`config.mk`:
```
export PLATFORM = sky130hd
export DESIGN_NAME = memory_stage_lsu
export DESIGN_NICKNAME = d
export VERILOG_FILES = /design/src/rtl/memory_stage_lsu.sv
export SDC_FILE = /design/constraint.sdc
export NUM_CORES = 1
export LEC_CHECK = 0
export ABC_AREA = 1
export CORE_UTILIZATION = 46
export CTS_BUF_LIST = sky130_fd_sc_hd__clkbuf_2 sky130_fd_sc_hd__clkbuf_4 sky130_fd_sc_hd__clkbuf_8
export DETAILED_ROUTE_END_ITERATION = 6
export PLACE_DENSITY = 0.88
export SLEW_MARGIN = 20
export SYNTH_ARGS = -nofsm -noshare
export SYNTH_HDL_FRONTEND = slang
export SYNTH_SLANG_ARGS = --single-unit
export TNS_END_PERCENT = 100
```
`constraint.sdc`:
```
create_clock -name clk_i -period 5.8 [get_ports clk_i]
set_input_delay 1.45 -clock clk_i [delete_from_list [all_inputs] [get_ports clk_i]]
set_output_delay 1.45 -clock clk_i [all_outputs]
set_load 0.01 [all_outputs]
```
`src/rtl/memory_stage_lsu.sv`:
```
// -----------------------------------------------------------------------------
// memory_stage_lsu
// MEM-stage load/store unit plus the MEM/WB pipeline register.
// Consumes the EX/MEM register outputs (em_*). It runs a req/gnt/rvalid
// data-memory transaction for loads and stores and stalls the pipeline until
// that transaction completes. It then registers the writeback data, the
// destination register and the write enable. ALU and jump instructions pass
// through in one cycle with no stall.
//
// Parameters
//   MAX_WAIT   : REQ/WAIT cycles allowed before a transaction times out (1..255)
//   ADDR_WIDTH : width of dmem_addr_o
//
// Optional feature (compile-time macro)
//   LSU_MISALIGN_TRAP_EN : misaligned H/W accesses raise bus_err_o and issue
//                          no request.
//
// Ports
//   clk_i, reset_i         clock (rising edge), asynchronous active-high reset
//   em_*                   EX/MEM controls, address, store data and link value
//   dmem_req_o/we/addr/be/wdata, dmem_gnt_i/rvalid_i/rdata_i : data-memory bus
//   mem_stall_o            while high, upstream holds the EX/MEM contents
//   mw_reg_write_o, mw_write_addr_reg_o, mw_wb_data_o : MEM/WB register
//   bus_err_o              one-cycle pulse on timeout or misalign trap
// -----------------------------------------------------------------------------
module memory_stage_lsu #(
    parameter int MAX_WAIT   = 255,
    parameter int ADDR_WIDTH = 32
) (
    input  logic                  clk_i,
    input  logic                  reset_i,
    input  logic                  em_reg_write_i,
    input  logic                  em_mem_read_i,
    input  logic                  em_mem_write_i,
    input  logic [1:0]            em_dmem_to_reg_i,
    input  logic [2:0]            em_funct3_i,
    input  logic [4:0]            em_write_addr_reg_i,
    input  logic [31:0]           em_alu_result_i,
    input  logic [31:0]           em_read_data2_i,
    input  logic [31:0]           em_pc_new_i,
    output logic                  dmem_req_o,
    output logic                  dmem_we_o,
    output logic [ADDR_WIDTH-1:0] dmem_addr_o,
    output logic [3:0]            dmem_be_o,
    output logic [31:0]           dmem_wdata_o,
    input  logic                  dmem_gnt_i,
    input  logic                  dmem_rvalid_i,
    input  logic [31:0]           dmem_rdata_i,
    output logic                  mem_stall_o,
    output logic                  mw_reg_write_o,
    output logic [4:0]            mw_write_addr_reg_o,
    output logic [31:0]           mw_wb_data_o,
    output logic                  bus_err_o
);

    typedef enum logic [1:0] {
        S_IDLE = 2'd0,
        S_REQ  = 2'd1,
        S_WAIT = 2'd2
    } state_t;

    // The counter value seen during the last allowed REQ/WAIT cycle
    localparam logic [7:0] CNT_LAST = 8'(MAX_WAIT - 1);

    state_t                r_state;
    state_t                w_next_state;
    logic [7:0]            r_cnt;
    logic [ADDR_WIDTH-1:2] r_addr;
    logic                  r_we;
    logic [3:0]            r_be;
    logic [31:0]           r_wdata;
    logic                  r_mw_reg_write;
    logic [4:0]            r_mw_rd;
    logic [31:0]           r_mw_wb;
    logic                  r_bus_err;

    logic                  w_mem_op;
    logic                  w_is_store;
    logic                  w_size_b;
    logic                  w_size_h;
    logic                  w_misalign;
    logic                  w_timeout;
    logic [1:0]            w_lane;
    logic [3:0]            w_be;
    logic [31:0]           w_wdata;
    logic [7:0]            w_byte;
    logic [15:0]           w_half;
    logic [31:0]           w_load_data;
    logic [31:0]           w_wb_data;
    logic                  w_stall;
    logic                  w_err;

    assign w_mem_op   = em_mem_read_i | em_mem_write_i;
    // Read and write both set is treated as a load
    assign w_is_store = em_mem_write_i & ~em_mem_read_i;
    assign w_lane     = em_alu_result_i[1:0];
    assign w_size_b   = (em_funct3_i == 3'b000) || (em_funct3_i == 3'b100);
    assign w_size_h   = (em_funct3_i == 3'b001) || (em_funct3_i == 3'b101);
    assign w_timeout  = (r_cnt == CNT_LAST);

`ifdef LSU_MISALIGN_TRAP_EN
    assign w_misalign = w_mem_op &
                        ((w_size_h & w_lane[0]) |
                         (~w_size_b & ~w_size_h & (w_lane != 2'b00)));
`else
    assign w_misalign = 1'b0;
`endif

    // Store byte enables and lane-replicated write data
    always_comb begin
        w_be    = 4'b1111;
        w_wdata = em_read_data2_i;
        if (w_size_b) begin
            w_be    = 4'b0001 << w_lane;
            w_wdata = {4{em_read_data2_i[7:0]}};
        end else if (w_size_h) begin
            w_be    = w_lane[1] ? 4'b1100 : 4'b0011;
            w_wdata = {2{em_read_data2_i[15:0]}};
        end else begin
            w_be    = 4'b1111;
            w_wdata = em_read_data2_i;
        end
    end

    // Load lane extraction with sign/zero extension (funct3[2] = unsigned)
    always_comb begin
        w_byte      = 8'h00;
        w_load_data = dmem_rdata_i;
        case (w_lane)
            2'b00:   w_byte = dmem_rdata_i[7:0];
            2'b01:   w_byte = dmem_rdata_i[15:8];
            2'b10:   w_byte = dmem_rdata_i[23:16];
            default: w_byte = dmem_rdata_i[31:24];
        endcase
        w_half = w_lane[1] ? dmem_rdata_i[31:16] : dmem_rdata_i[15:0];
        if (w_size_b) begin
            w_load_data = em_funct3_i[2] ? {24'h000000, w_byte}
                                         : {{24{w_byte[7]}}, w_byte};
        end else if (w_size_h) begin
            w_load_data = em_funct3_i[2] ? {16'h0000, w_half}
                                         : {{16{w_half[15]}}, w_half};
        end else begin
            w_load_data = dmem_rdata_i;
        end
    end

    // Writeback source select
    always_comb begin
        w_wb_data = em_alu_result_i;
        case (em_dmem_to_reg_i)
            2'b01:   w_wb_data = w_load_data;
            2'b10:   w_wb_data = em_pc_new_i;
            default: w_wb_data = em_alu_result_i;
        endcase
    end

    // FSM state register
    always_ff @(posedge clk_i or posedge reset_i) begin
        if (reset_i) begin
            r_state <= S_IDLE;
        end else begin
            r_state <= w_next_state;
        end
    end

    // FSM next-state logic; a store grant completes, and a timeout wins over a load grant
    always_comb begin
        w_next_state = r_state;
        case (r_state)
            S_IDLE: begin
                if (w_mem_op && !w_misalign) w_next_state = S_REQ;
                else                         w_next_state = S_IDLE;
            end
            S_REQ: begin
                if (dmem_gnt_i && r_we) w_next_state = S_IDLE;
                else if (w_timeout)     w_next_state = S_IDLE;
                else if (dmem_gnt_i)    w_next_state = S_WAIT;
                else                    w_next_state = S_REQ;
            end
            S_WAIT: begin
                if (dmem_rvalid_i)  w_next_state = S_IDLE;
                else if (w_timeout) w_next_state = S_IDLE;
                else                w_next_state = S_WAIT;
            end
            default: w_next_state = S_IDLE;
        endcase
    end

    // FSM outputs: stall and error for the current cycle
    always_comb begin
        w_stall = 1'b0;
        w_err   = 1'b0;
        case (r_state)
            S_IDLE: begin
                if (w_misalign) begin
                    w_stall = 1'b0;
                    w_err   = 1'b1;
                end else begin
                    w_stall = w_mem_op;
                    w_err   = 1'b0;
                end
            end
            S_REQ: begin
                if (dmem_gnt_i && r_we) begin
                    w_stall = 1'b0;
                    w_err   = 1'b0;
                end else if (w_timeout) begin
                    w_stall = 1'b0;
                    w_err   = 1'b1;
                end else begin
                    w_stall = 1'b1;
                    w_err   = 1'b0;
                end
            end
            S_WAIT: begin
                if (dmem_rvalid_i) begin
                    w_stall = 1'b0;
                    w_err   = 1'b0;
                end else if (w_timeout) begin
                    w_stall = 1'b0;
                    w_err   = 1'b1;
                end else begin
                    w_stall = 1'b1;
                    w_err   = 1'b0;
                end
            end
            default: begin
                w_stall = 1'b0;
                w_err   = 1'b0;
            end
        endcase
    end

    // Latch the bus request when leaving IDLE; it is held for the whole transaction
    always_ff @(posedge clk_i or posedge reset_i) begin
        if (reset_i) begin
            r_addr  <= '0;
            r_we    <= 1'b0;
            r_be    <= 4'b0000;
            r_wdata <= 32'h00000000;
        end else if (r_state == S_IDLE && w_next_state == S_REQ) begin
            r_addr  <= em_alu_result_i[ADDR_WIDTH-1:2];
            r_we    <= w_is_store;
            r_be    <= w_be;
            r_wdata <= w_wdata;
        end
    end

    // Wait counter: zero in IDLE, so it starts at 0 on entering REQ
    always_ff @(posedge clk_i or posedge reset_i) begin
        if (reset_i) begin
            r_cnt <= 8'd0;
        end else if (r_state == S_IDLE) begin
            r_cnt <= 8'd0;
        end else begin
            r_cnt <= r_cnt + 8'd1;
        end
    end

    // MEM/WB register: bubble on stall cycles, suppress the write on an error
    always_ff @(posedge clk_i or posedge reset_i) begin
        if (reset_i) begin
            r_mw_reg_write <= 1'b0;
            r_mw_rd        <= 5'd0;
            r_mw_wb        <= 32'h00000000;
            r_bus_err      <= 1'b0;
        end else if (w_stall) begin
            r_mw_reg_write <= 1'b0;
            r_bus_err      <= 1'b0;
        end else begin
            r_mw_reg_write <= em_reg_write_i & ~w_err;
            r_mw_rd        <= em_write_addr_reg_i;
            r_mw_wb        <= w_wb_data;
            r_bus_err      <= w_err;
        end
    end

    assign dmem_req_o          = (r_state == S_REQ);
    assign dmem_we_o           = r_we;
    assign dmem_addr_o         = {r_addr, 2'b00};
    assign dmem_be_o           = r_be;
    assign dmem_wdata_o        = r_wdata;
    // Gated so the stall drops during reset even while a mem op is presented
    assign mem_stall_o         = w_stall & ~reset_i;
    assign mw_reg_write_o      = r_mw_reg_write;
    assign mw_write_addr_reg_o = r_mw_rd;
    assign mw_wb_data_o        = r_mw_wb;
    assign bus_err_o           = r_bus_err;

endmodule
```
* After elaboration in Yosys (flattened, before gate mapping)
Index checks and enable logic that the tools add are counted.
Word-level totals: register bits 116, output and inout bits 110
Operators by class: mux-type cells 30, $add $sub $neg 1, shift operators 1, equality and inequality tests 11, bitwise operators 7, reductions and logical operators 7
Operators by type and width (count):
- $mux W32 | 6
- $pmux W32 S2 | 1
- $pmux W8 S3 | 1
- $mux W16 | 1
- $mux W4 | 3
- $mux W2 | 5
- $mux W1 | 9
- $add A8 B1 Y8 const B | 1
- $eq A2 B1 Y1 const B | 4
- $eq A8 B8 Y1 const B | 1
- $mux W8 | 1
- $eq A2 B2 Y1 const B | 3
- $eq A3 B3 Y1 const B | 2
- $pmux W2 S3 | 1
- $logic_not A2 Y1 | 2
- $shl A1 B2 Y4 const A | 1
- $and A1 B1 Y1 | 3
- $eq A3 B1 Y1 const B | 1
- $logic_not A3 Y1 | 1
- $not A1 Y1 | 3
- $pmux W1 S3 | 1
- $logic_and A1 B1 Y1 | 2
- $logic_or A1 B1 Y1 | 2
- $pmux W1 S2 | 1
- $or A1 B1 Y1 | 1

* Longest topological paths before layout
Gate-level depths: netlist (run 1).
word-level depth 7, depth in mapped cells 13, mapped depth without buffers 11

* Worst setup path after synthesis (run 1)
OpenSTA, ideal clock, no wires.
path type input to output, start point in dmem_gnt_i, end point out mem_stall_o, data arrival time 2.074 ns, path buffers 0, cell stages on the path 7, setup slack 2.276 ns, cells stage by stage inv_1 > o21ai_0 > nand2_1 > nand2_1 > nand2_2 > nand2_2 > nor2_1
On the way: longest elaborated chain between the ends 4
Ends and longest elaborated chain:
- from (decl) | RTL line 46 | input logic dmem_gnt_i,
- $logic_and A1 B1 Y1 | RTL line 204 | if (dmem_gnt_i && r_we) begin
- $mux W1 | RTL line 204
- $pmux W1 S3 | RTL line 193 | case (r_state)
- $and A1 B1 Y1 | RTL line 284 | assign mem_stall_o = w_stall & ~reset_i;
- to (decl) | RTL line 49 | output logic mem_stall_o,
Every way passes these cells.

* Final worst setup path (run 1)
Ends and elaborated chain as after synthesis.

==> qor.csv, run 1 <==
stage;metric;value;unit
pwr;p_sw_frac;0.419;
setup_path;rrSetupSlack;2.62;ns
synthesis;synth_simple_gate_area_share;0.396;
synthesis;synth_area;0.00655;sq mm
pwr;pwr-share-comb;0.538;
cells_and_area;final_cells;1374;
pwr;p_seq_frac;0.298;
cells_and_area;syn_to_final_growth;45.0;%
clocking;cts_max_path_buffers;2;
placed_design;port_buffers;252;
synthesis;muxShareOfSynthArea;0;
synthesis;synth_top_family_by_area;simple AND/OR/NAND/NOR gates;
route;vias;7375;
setup_path;r2r-start;r_state[0];
sta;finClkSkew;0.00752;ns
sta;slew_headroom;0.280;
pwr;finalPower;4.75;mW
job;max_cap_viol_count;0;
setup_path;reg2reg_depth;9;
synthesis;synth_compound_area_frac;0.0799;
sta;finalSetupViolations;0;
clocking;cts_sinks;116;
sta;tightest_slew;1.08;ns
placed_design;gp_congestion;0.936;
cells_and_area;fillCellCount;1187;
synthesis;synth-seq-cells;116;
floorplan;core_area;0.0139;sq mm
worst_hold_path;hold_path_end;dmem_wdata_o[7];
setup_path;path_buf_inv;3;
setup_path;reg2reg_to;dmem_be_o[1];
route;drcViolationCount;0;
synthesis;synthAdderAreaFrac;0.0153;
setup_path;cp.arrival;3.07;ns
global_route;grt_pass1_wl;35800;um
run_status;outcome;finished, final reports clean;
synthesis;async_reset_ff_frac;1.00;
cells_and_area;mostFrequentLayoutCells;nand2_1, clkdlybuf4s50_1, dfrtp_1, nor2_1, nand3_1;
setup_path;end_kind;output pin;
global_route;grt.total_usage;0.318;
clocking;clock_latency;0.44;ns
placed_design;pre_cts_ws;1.30;ns
cells_and_area;drive_gt1_frac;0.0494;
pwr;power_leakage;4.63;nW
synthesis;ys_seq_area_frac;0.444;
clocking;cts_tree;done;
clocking;ctsHoldBuffers;0;
sta;finalHoldViolations;0;
global_route;grt_max_degree;70;
setup_path;cp_max_fo;7;
cells_and_area;n_antenna_cell;0;
synthesis;yosys-top-cells-area;dfrtp_1, nand2_1, nand3_1;
synthesis;ys.warnings.count;0;
sta;fin_crit_sh;0.779;
worst_hold_path;hold_start;dmem_wdata_o[7];
sta;rsz0062_at_grt;false;
route;via_per_inst;5.37;
worst_hold_path;hold_class;flop to flop;
synthesis;synth_area_leader_cell;dfrtp_1;
floorplan;die_x;121;um
pwr;p_int;2.76;mW
pwr;power_frac_clock;0.164;
clocking;cts_buffers;17;
route;wl;22900;um
pwr;ir_worst_vdd;0.000276;V
cells_and_area;post-route-util;0.684;
route;drtPass1Iterations;5;
worst_hold_path;holdPathStages;2;
setup_path;slowest_stage;clkdlybuf4s50_1;
clocking;htree_levels;4;
global_route;grt_pass1_vias;6938;
setup_path;cp-start-kind;input port;
clocking;postCtsSetupBuffers;0;
synthesis;yosysTopAreaCellShare;0.444;
synthesis;synthCells;958;
placed_design;place_hpwl;16100;um
floorplan;fp-row-count;43;
setup_path;crit_chain;clkdlybuf4s50_1 > inv_1 > o21ai_0 > nand2_1 > nand2_1 > nand2_2 > nand2_2 > nor2_1 > clkdlybuf4s50_1;
route;ant_nets;0;
pwr;powerDensity;500;mW/mm^2
cells_and_area;final_nets;1334;
synthesis;syn_avg_cell_area;6.83;sq um
synthesis;yosys.area_share.xor_xnor;0.00134;
global_route;overflow;0;
route;routedWlPerCell;16.7;um
synthesis;ys.flop_type;dfrtp_1;
cells_and_area;mostFrequentLayoutCell;nand2_1;
clocking;cts_resized;0;
synthesis;synth.distinct_cells;26;
setup_path;max_stage_delay;0.50;ns
clocking;path_clk_slew;0.06;ns
pwr;netSwitchingPower;1.99;mW
setup_path;crit_type;input port to output pin;
setup_path;crit_required;4.35;ns
global_route;antenna_found_initial;0;
synthesis;synth_edf_count;0;
sta;fmax;221;MHz
clocking;cts-root-buf;clkbuf_8;
sta;drv_slew;0;
floorplan;io_pins;255;
sta;post-route-min-period;4.52;ns
floorplan;die_y;121;um
floorplan;dieArea;0.0147;sq mm
placed_design;dp.cells;1342;
route;drtIter0Drc;579;
sta;layout_setup_ws;1.28;ns
sta;setup-tns-final;0;ns
setup_path;cp_top_family;buffers and inverters;
cells_and_area;seqCellArea;0.00290;sq mm
cells_and_area;multiInputGateArea;0.00325;sq mm
floorplan;start_util;0.472;
worst register-to-register path, cell delays in order (launching register included):
cell     delay, ns
dfrtp_1       0.41
inv_1         0.10
ha_1          0.42
o21ai_1       0.24
a21oi_4       0.18
buf_4         0.56
nand2_2       0.49
buf_4         0.43
nand2_1       0.19
nand2_1       0.06
cell type report:
type	instances	share of cell area
Clock buffer	24	0.0335
Clock inverter	8	0.0103
Inverter	24	0.00975
Multi-Input combinational cell	759	0.342
Sequential cell	116	0.306
Tap cell	180	0.0237
Timing Repair Buffer	263	0.274
routing by layer:
metal	vias up	wire, um	global-route usage
li1	3488	-	-
met1	3429	9320	0.395
met2	397	10800	0.514
met3	61	1970	0.0799
met4	0	811	0.153
met5	-	0	0
sequential cells by signal, indices dropped and copies added, names as in the netlist:
register	cells
mw_write_addr_reg_o	5
dmem_be_o	4
r_state	2
mw_wb_data_o	32
mw_reg_write_o	1
r_cnt	8
dmem_we_o	1
r_addr	30
bus_err_o	1
dmem_wdata_o	32
stage by stage:
| step | hold slack, ns | area (sq um) |
|---|---|---|
| after global routing | 0.493 | 9490 |
| after global placement | 0.452 | 9080 |
| after CTS | 0.473 | 9490 |
| after detailed placement | 0.457 | 9080 |
| after floorplan | 0.455 | 6550 |
| final | 0.470 | 9490 |
cell families after synthesis:
kind of cell | Yosys count
AND/OR/NAND/NOR | 646
flip-flops | 116
AO/OA/AOI/OAI | 102
buffers and inverters | 84
adder cells (fa/ha/maj) | 8
XOR/XNOR | 1
other | 1
cells in the mapped netlist (5+ instances only):
master,number
nand3_1,95
buf_4,11
nand2_1,431
o21ai_0,20
clkbuf_1,29
buf_6,5
nor2_1,95
nand2_2,6
buf_2,15
ha_1,8
dfrtp_1,116
nor3_1,12
inv_1,20
a21oi_1,68
o21ai_1,11
power groups by stage:
stage / Combinational [mW] / Sequential, mW / Clock (mW)
after floorplan: 1.27 / 1.56 / 0
after global placement: 2.47 / 1.41 / 0
after detailed placement: 2.54 / 1.41 / 0
after CTS: 2.55 / 1.41 / 0.787
after global routing: 2.79 / 1.45 / 0.829
final: 2.55 / 1.42 / 0.781
worst max path at each step:
stage / startpoint / end / slack, ns / depth (start not counted)
final: dmem_gnt_i / mem_stall_o / 1.28 / 9
after global routing: dmem_gnt_i / mem_stall_o / 1.14 / 9
after CTS: dmem_gnt_i / mem_stall_o / 1.30 / 9
after detailed placement: dmem_gnt_i / mem_stall_o / 1.30 / 9
after global placement: dmem_gnt_i / mem_stall_o / 1.36 / 9
after floorplan: reset_i / bus_err_o / 1.28 / 1
Power figures use the tool's default switching activity.
==> inputs of run 2 (changes only) <==
CORE_UTILIZATION = 41   (was 46)
PLACE_DENSITY = 0.83   (was 0.88)
clock period = 3.8 ns   (was 5.8 ns; I/O delays follow)
==> qor.csv, run 2 (synthesis results as in run 1) <==
stage;metric;value;unit;change
cells_and_area;n_antenna_cell;0;;unchanged
route;drtPass1Iterations;5;;unchanged
sta;layout_setup_ws;0.328;ns;was 1.28 ns
setup_path;r2r-start;r_state[0];;unchanged
clocking;ctsHoldBuffers;0;;unchanged
floorplan;core_area;0.0154;sq mm;was 0.0139 sq mm
global_route;grt.total_usage;0.290;;was 0.318
pwr;finalPower;7.25;mW;was 4.75 mW
floorplan;start_util;0.426;;was 0.472
setup_path;slowest_stage;clkdlybuf4s50_1;;unchanged
sta;rsz0062_at_grt;false;;unchanged
cells_and_area;fin_area;0.00961;sq mm;was 0.00949 sq mm
pwr;powerDensity;754;mW/mm^2;was 500 mW/mm^2
pwr;power_leakage;4.65;nW;was 4.63 nW
setup_path;reg2reg_depth;8;;was 9
global_route;grt_pass1_wl;36600;um;was 35800 um
cells_and_area;syn_to_final_growth;46.8;%;was 45.0%
floorplan;fp-row-count;45;;was 43
global_route;grt_pass1_vias;7134;;was 6938
worst_hold_path;hold_start;dmem_wdata_o[2];;was dmem_wdata_o[7]
sta;drv_slew;0;;unchanged
route;via_per_inst;5.18;;was 5.37
job;max_cap_viol_count;0;;unchanged
cells_and_area;post-route-util;0.625;;was 0.684
global_route;grt_max_degree;69;;was 70
cells_and_area;mostFrequentLayoutCells;nand2_1, clkdlybuf4s50_1, dfrtp_1, nor2_1, nand3_1;;unchanged
sta;setup-tns-final;0;ns;unchanged
sta;finClkSkew;0.0125;ns;was 0.00752 ns
placed_design;place_area;0.00920;sq mm;was 0.00908 sq mm
placed_design;place_hpwl;16600;um;was 16100 um
global_route;overflow;0;;unchanged
clocking;htree_levels;4;;unchanged
placed_design;pre_cts_ws;0.326;ns;was 1.30 ns
setup_path;crit_type;input port to output pin;;unchanged
clocking;cts_buffers;17;;unchanged
sta;finalSetupViolations;0;;unchanged
setup_path;cp-start-kind;input port;;unchanged
setup_path;crit_required;2.85;ns;was 4.35 ns
cells_and_area;final_nets;1338;;was 1334
route;vias;7291;;was 7375
global_route;antenna_found_initial;0;;unchanged
worst_hold_path;hold_path_end;dmem_wdata_o[2];;was dmem_wdata_o[7]
clocking;clock_latency;0.45;ns;was 0.44 ns
sta;whs;0.469;ns;was 0.470 ns
setup_path;end_kind;output pin;;unchanged
clocking;cts-root-buf;clkbuf_8;;unchanged
setup_path;cp.arrival;2.52;ns;was 3.07 ns
route;ant_nets;0;;unchanged
placed_design;gp_congestion;0.920;;was 0.936
floorplan;die_x;128;um;was 121 um
pwr;ir_worst_vdd;0.000487;V;was 0.000276 V
sta;fmax;288;MHz;
route;drtIter0Drc;431;;was 579
route;wl;22800;um;was 22900 um
clocking;cts_sinks;116;;unchanged
setup_path;crit_chain;clkdlybuf4s50_1 > inv_1 > o21ai_0 > nand2_1 > nand2_1 > nand2_2 > nand2_2 > nor2_1 > clkdlybuf4s50_1;;unchanged
sta;tightest_slew;0.884;ns;was 1.08 ns
run_status;outcome;finished, final reports clean;;unchanged
clocking;cts_tree;done;;unchanged
worst_hold_path;hold_class;flop to flop;;unchanged
floorplan;io_pins;255;;unchanged
floorplan;die_y;128;um;was 121 um
route;routedWlPerCell;16.2;um;was 16.7 um
clocking;cts_resized;0;;unchanged
route;drcViolationCount;0;;unchanged
placed_design;port_buffers;252;;unchanged
setup_path;rrSetupSlack;1.45;ns;was 2.62 ns
floorplan;dieArea;0.0165;sq mm;was 0.0147 sq mm
sta;slew_headroom;0.409;;was 0.280
cells_and_area;mostFrequentLayoutCell;nand2_1;;unchanged
sta;post-route-min-period;3.47;ns;
sta;finalHoldViolations;0;;unchanged
sta;fin_crit_sh;0.914;;
worst_hold_path;holdPathStages;2;;unchanged
clocking;path_clk_slew;0.07;ns;was 0.06 ns
clocking;cts_max_path_buffers;2;;unchanged
placed_design;dp.cells;1377;;was 1342
setup_path;max_stage_delay;0.48;ns;was 0.50 ns
clocking;postCtsSetupBuffers;0;;unchanged
cells_and_area;final_cells;1408;;was 1374
cells_and_area;drive_gt1_frac;0.0526;;was 0.0494
setup_path;cp_max_fo;7;;unchanged
setup_path;reg2reg_to;r_addr[28];;was dmem_be_o[1]
-- run 2: cell count changes in the layout (fill, tap and decap cells not counted) --
cell	before	now
clkbuf_8	22	19
ha_2	0	1
clkinv_2	4	5
clkinvlp_4	0	2
clkinv_4	2	1
ha_1	8	7
bufinv_16	2	3
buf_12	0	4
inv_4	1	0
-- run 2: metal layers --
metal  up-vias  global-route usage  wire length (um)
met4         0               0.181              1270
met2       357               0.453             10400
met1      3363               0.364              9410
li1       3493                   -                 -
met3        78              0.0690              1730
met5         -                   0                 0
-- run 2: worst max-delay path by stage --
stage / from / to / slack, ns / cells after the start
after global routing: dmem_gnt_i / mem_stall_o / 0.17 / 9
after floorplan: dmem_gnt_i / mem_stall_o / 1.28 / 7
after detailed placement: dmem_gnt_i / mem_stall_o / 0.33 / 9
after CTS: dmem_gnt_i / mem_stall_o / 0.32 / 9
final: dmem_gnt_i / mem_stall_o / 0.33 / 9
after global placement: dmem_gnt_i / mem_stall_o / 0.34 / 9
-- run 2: critical path: cells and delay by family --
family | cells | cell delay (ns)
buffers and inverters | 3 | 1.00
and+or+nand+nor | 5 | 0.42
AOI/OAI and AO/OA | 1 | 0.14
-- run 2: where the power goes --
group          total (mW)  switching (mW)  internal, mW
clock                1.19           0.501         0.689
combinational        3.91            2.19          1.72
sequential           2.15           0.317          1.83
total                7.25            3.01          4.24
-- run 2: layout make-up --
class | count | area (sq um)
flip-flops and latches | 116 | 2900
well taps | 211 | 264
repair buffers | 267 | 2690
clock inverters | 10 | 131
fillers | 1399 | 5760
multi-input cells | 759 | 3250
inverters | 24 | 93.8
clock buffers | 21 | 277
==> inputs of run 3 (changes only) <==
clock period = 2.9 ns   (was 3.8 ns; I/O delays follow)
==> qor.csv, run 3 (synthesis results as in run 1) <==
stage;metric;value;unit;change
sta;layout_setup_ws;0.181;ns;was 0.328 ns
setup_path;slowest_stage;clkdlybuf4s50_1;;unchanged
cells_and_area;fillCellCount;1381;;was 1399
floorplan;fp-row-count;45;;unchanged
job;max_cap_viol_count;0;;unchanged
setup_path;cp_max_fo;2;;was 7
clocking;clock_latency;0.44;ns;was 0.45 ns
clocking;postCtsSetupBuffers;0;;unchanged
cells_and_area;drive_gt1_frac;0.0597;;was 0.0526
sta;finalHoldViolations;0;;unchanged
global_route;grt_pass1_vias;7049;;was 7134
run_status;outcome;finished, final reports clean;;unchanged
floorplan;dieArea;0.0165;sq mm;unchanged
cells_and_area;final_nets;1348;;was 1338
sta;drv_slew;0;;unchanged
setup_path;cp-start-kind;input port;;unchanged
setup_path;path_buf_inv;3;;unchanged
setup_path;crit_required;2.17;ns;was 2.85 ns
floorplan;start_util;0.426;;unchanged
placed_design;pre_cts_ws;-0.0491;ns;was 0.326 ns
placed_design;place_hpwl;16700;um;was 16600 um
setup_path;cp_top_family;buffers and inverters;;unchanged
cells_and_area;mostFrequentLayoutCells;nand2_1, clkdlybuf4s50_1, dfrtp_1, nor2_1, nand3_1;;unchanged
clocking;cts-root-buf;clkbuf_8;;unchanged
pwr;powerDensity;993;mW/mm^2;was 754 mW/mm^2
clocking;cts_tree;done;;unchanged
floorplan;die_y;128;um;unchanged
floorplan;die_x;128;um;unchanged
cells_and_area;post-route-util;0.628;;was 0.625
placed_design;place_area;0.00923;sq mm;was 0.00920 sq mm
clocking;cts_sinks;116;;unchanged
route;ant_nets;0;;unchanged
cells_and_area;multiInputGateArea;0.00325;sq mm;about the same
route;routedWlPerCell;16.2;um;about the same
route;drcViolationCount;0;;unchanged
floorplan;io_pins;255;;unchanged
setup_path;cp.arrival;1.99;ns;was 2.52 ns
route;via_per_inst;5.15;;was 5.18
global_route;grt_pass1_wl;36300;um;was 36600 um
global_route;grt_max_degree;117;;was 69
sta;whs;0.469;ns;about the same
pwr;power_leakage;4.69;nW;was 4.65 nW
clocking;ctsHoldBuffers;0;;unchanged
sta;fmax;368;MHz;
sta;finClkSkew;0.0181;ns;was 0.0125 ns
setup_path;crit_type;input port to output pin;;unchanged
floorplan;core_area;0.0154;sq mm;unchanged
sta;tightest_slew;0.726;ns;was 0.884 ns
cells_and_area;mostFrequentLayoutCell;nand2_1;;unchanged
worst_hold_path;hold_class;flop to flop;;unchanged
sta;post-route-min-period;2.72;ns;
placed_design;port_buffers;252;;unchanged
placed_design;gp_congestion;0.920;;about the same
global_route;overflow;0;;unchanged
cells_and_area;seqCellArea;0.00290;sq mm;unchanged
route;drtPass1Iterations;5;;unchanged
setup_path;max_stage_delay;0.47;ns;was 0.48 ns
cells_and_area;fin_area;0.00965;sq mm;was 0.00961 sq mm
clocking;cts_buffers;17;;unchanged
route;vias;7309;;was 7291
route;drtIter0Drc;519;;was 431
sta;rsz0062_at_grt;false;;unchanged
setup_path;rrSetupSlack;0.84;ns;was 1.45 ns
route;wl;23000;um;was 22800 um
global_route;antenna_found_initial;1;;was 0
pwr;finalPower;9.58;mW;was 7.25 mW
global_route;grt.total_usage;0.287;;was 0.290
clocking;htree_levels;4;;unchanged
setup_path;end_kind;output pin;;unchanged
clocking;path_clk_slew;0.07;ns;about the same
clocking;cts_max_path_buffers;2;;unchanged
sta;finalSetupViolations;0;;unchanged
cells_and_area;syn_to_final_growth;47.4;%;was 46.8%
sta;slew_headroom;0.515;;was 0.409
setup_path;crit_chain;clkdlybuf4s50_1 > inv_1 > o21ai_1 > nand2_1 > nand2_1 > nand2_2 > nand2_2 > nor2_1 > dlygate4sd2_1;;was clkdlybuf4s50_1 > inv_1 > o21ai_0 > nand2_1 > nand2_1 > nand2_2 > nand2_2 > nor2_1 > clkdlybuf4s50_1
pwr;ir_worst_vdd;0.000478;V;was 0.000487 V
sta;fin_crit_sh;0.938;;
-- run 3: cell type report --
type                    instances  area share
diodes                          1    0.000259
clock buffers                  22      0.0294
clock inverters                 9      0.0134
inverters                      24     0.00973
multi-input cells             759       0.337
flip-flops and latches        116       0.301
well taps                     211      0.0274
repair buffers                277       0.282
-- run 3: what timing repair did --
action | CTS | global route
endpoints found under the setup margin | 1 | 1
pin swaps | 0 | 0
endpoints found under the hold margin | 0 | 0
gates resized for setup | 1 | 1
-- run 3: path summary, 6_finish.rpt --
check	startpoint	endpoint	depth (start not counted)
worst max-delay path	dmem_gnt_i	mem_stall_o	9
worst min-delay path	dmem_wdata_o[17]	dmem_wdata_o[17]	2
worst max register to register	r_state[1]	mw_wb_data_o[22]	11
worst min register to register	dmem_wdata_o[17]	dmem_wdata_o[17]	2
max in group asynchronous	reset_i	dmem_be_o[2]	3
min in group asynchronous	reset_i	mw_wb_data_o[18]	3
-- run 3: worst reg2reg max path, stage by stage, from the launching register on --
cell,delay (ns)
dfrtp_1,0.42
inv_1,0.09
ha_1,0.21
o21ai_1,0.09
nand2_1,0.08
nand2_1,0.07
nand2_2,0.07
nand2_2,0.06
buf_4,0.16
inv_2,0.53
nand2_1,0.14
nand2_1,0.10
-- run 3: per-layer routing --
| layer | vias to the layer above | part of all wire | global-route usage | wire length, um |
|---|---|---|---|---|
| met5 | - | 0 | 0 | 0 |
| met4 | 0 | 0.039 | 0.132 | 894 |
| met2 | 343 | 0.47 | 0.477 | 10900 |
| li1 | 3512 | - | - | - |
| met3 | 65 | 0.082 | 0.0682 | 1880 |
| met1 | 3389 | 0.41 | 0.354 | 9360 |
-- run 3: through the flow --
stage / instances / TNS [ns]
floorplan: 959 / 0
global placement: 1387 / -0.0603
detailed placement: 1387 / -0.0491
CTS: 1418 / 0
global route: 1419 / 0
finish: 1419 / 0
-- run 3: report_power, final --
group	total [mW]	switching (mW)	leakage [nW]	internal, mW
combinational	5.18	2.88	3.03	2.30
sequential	2.80	0.406	1.45	2.40
clock	1.60	0.681	0.209	0.916
total	9.58	3.97	4.69	5.61
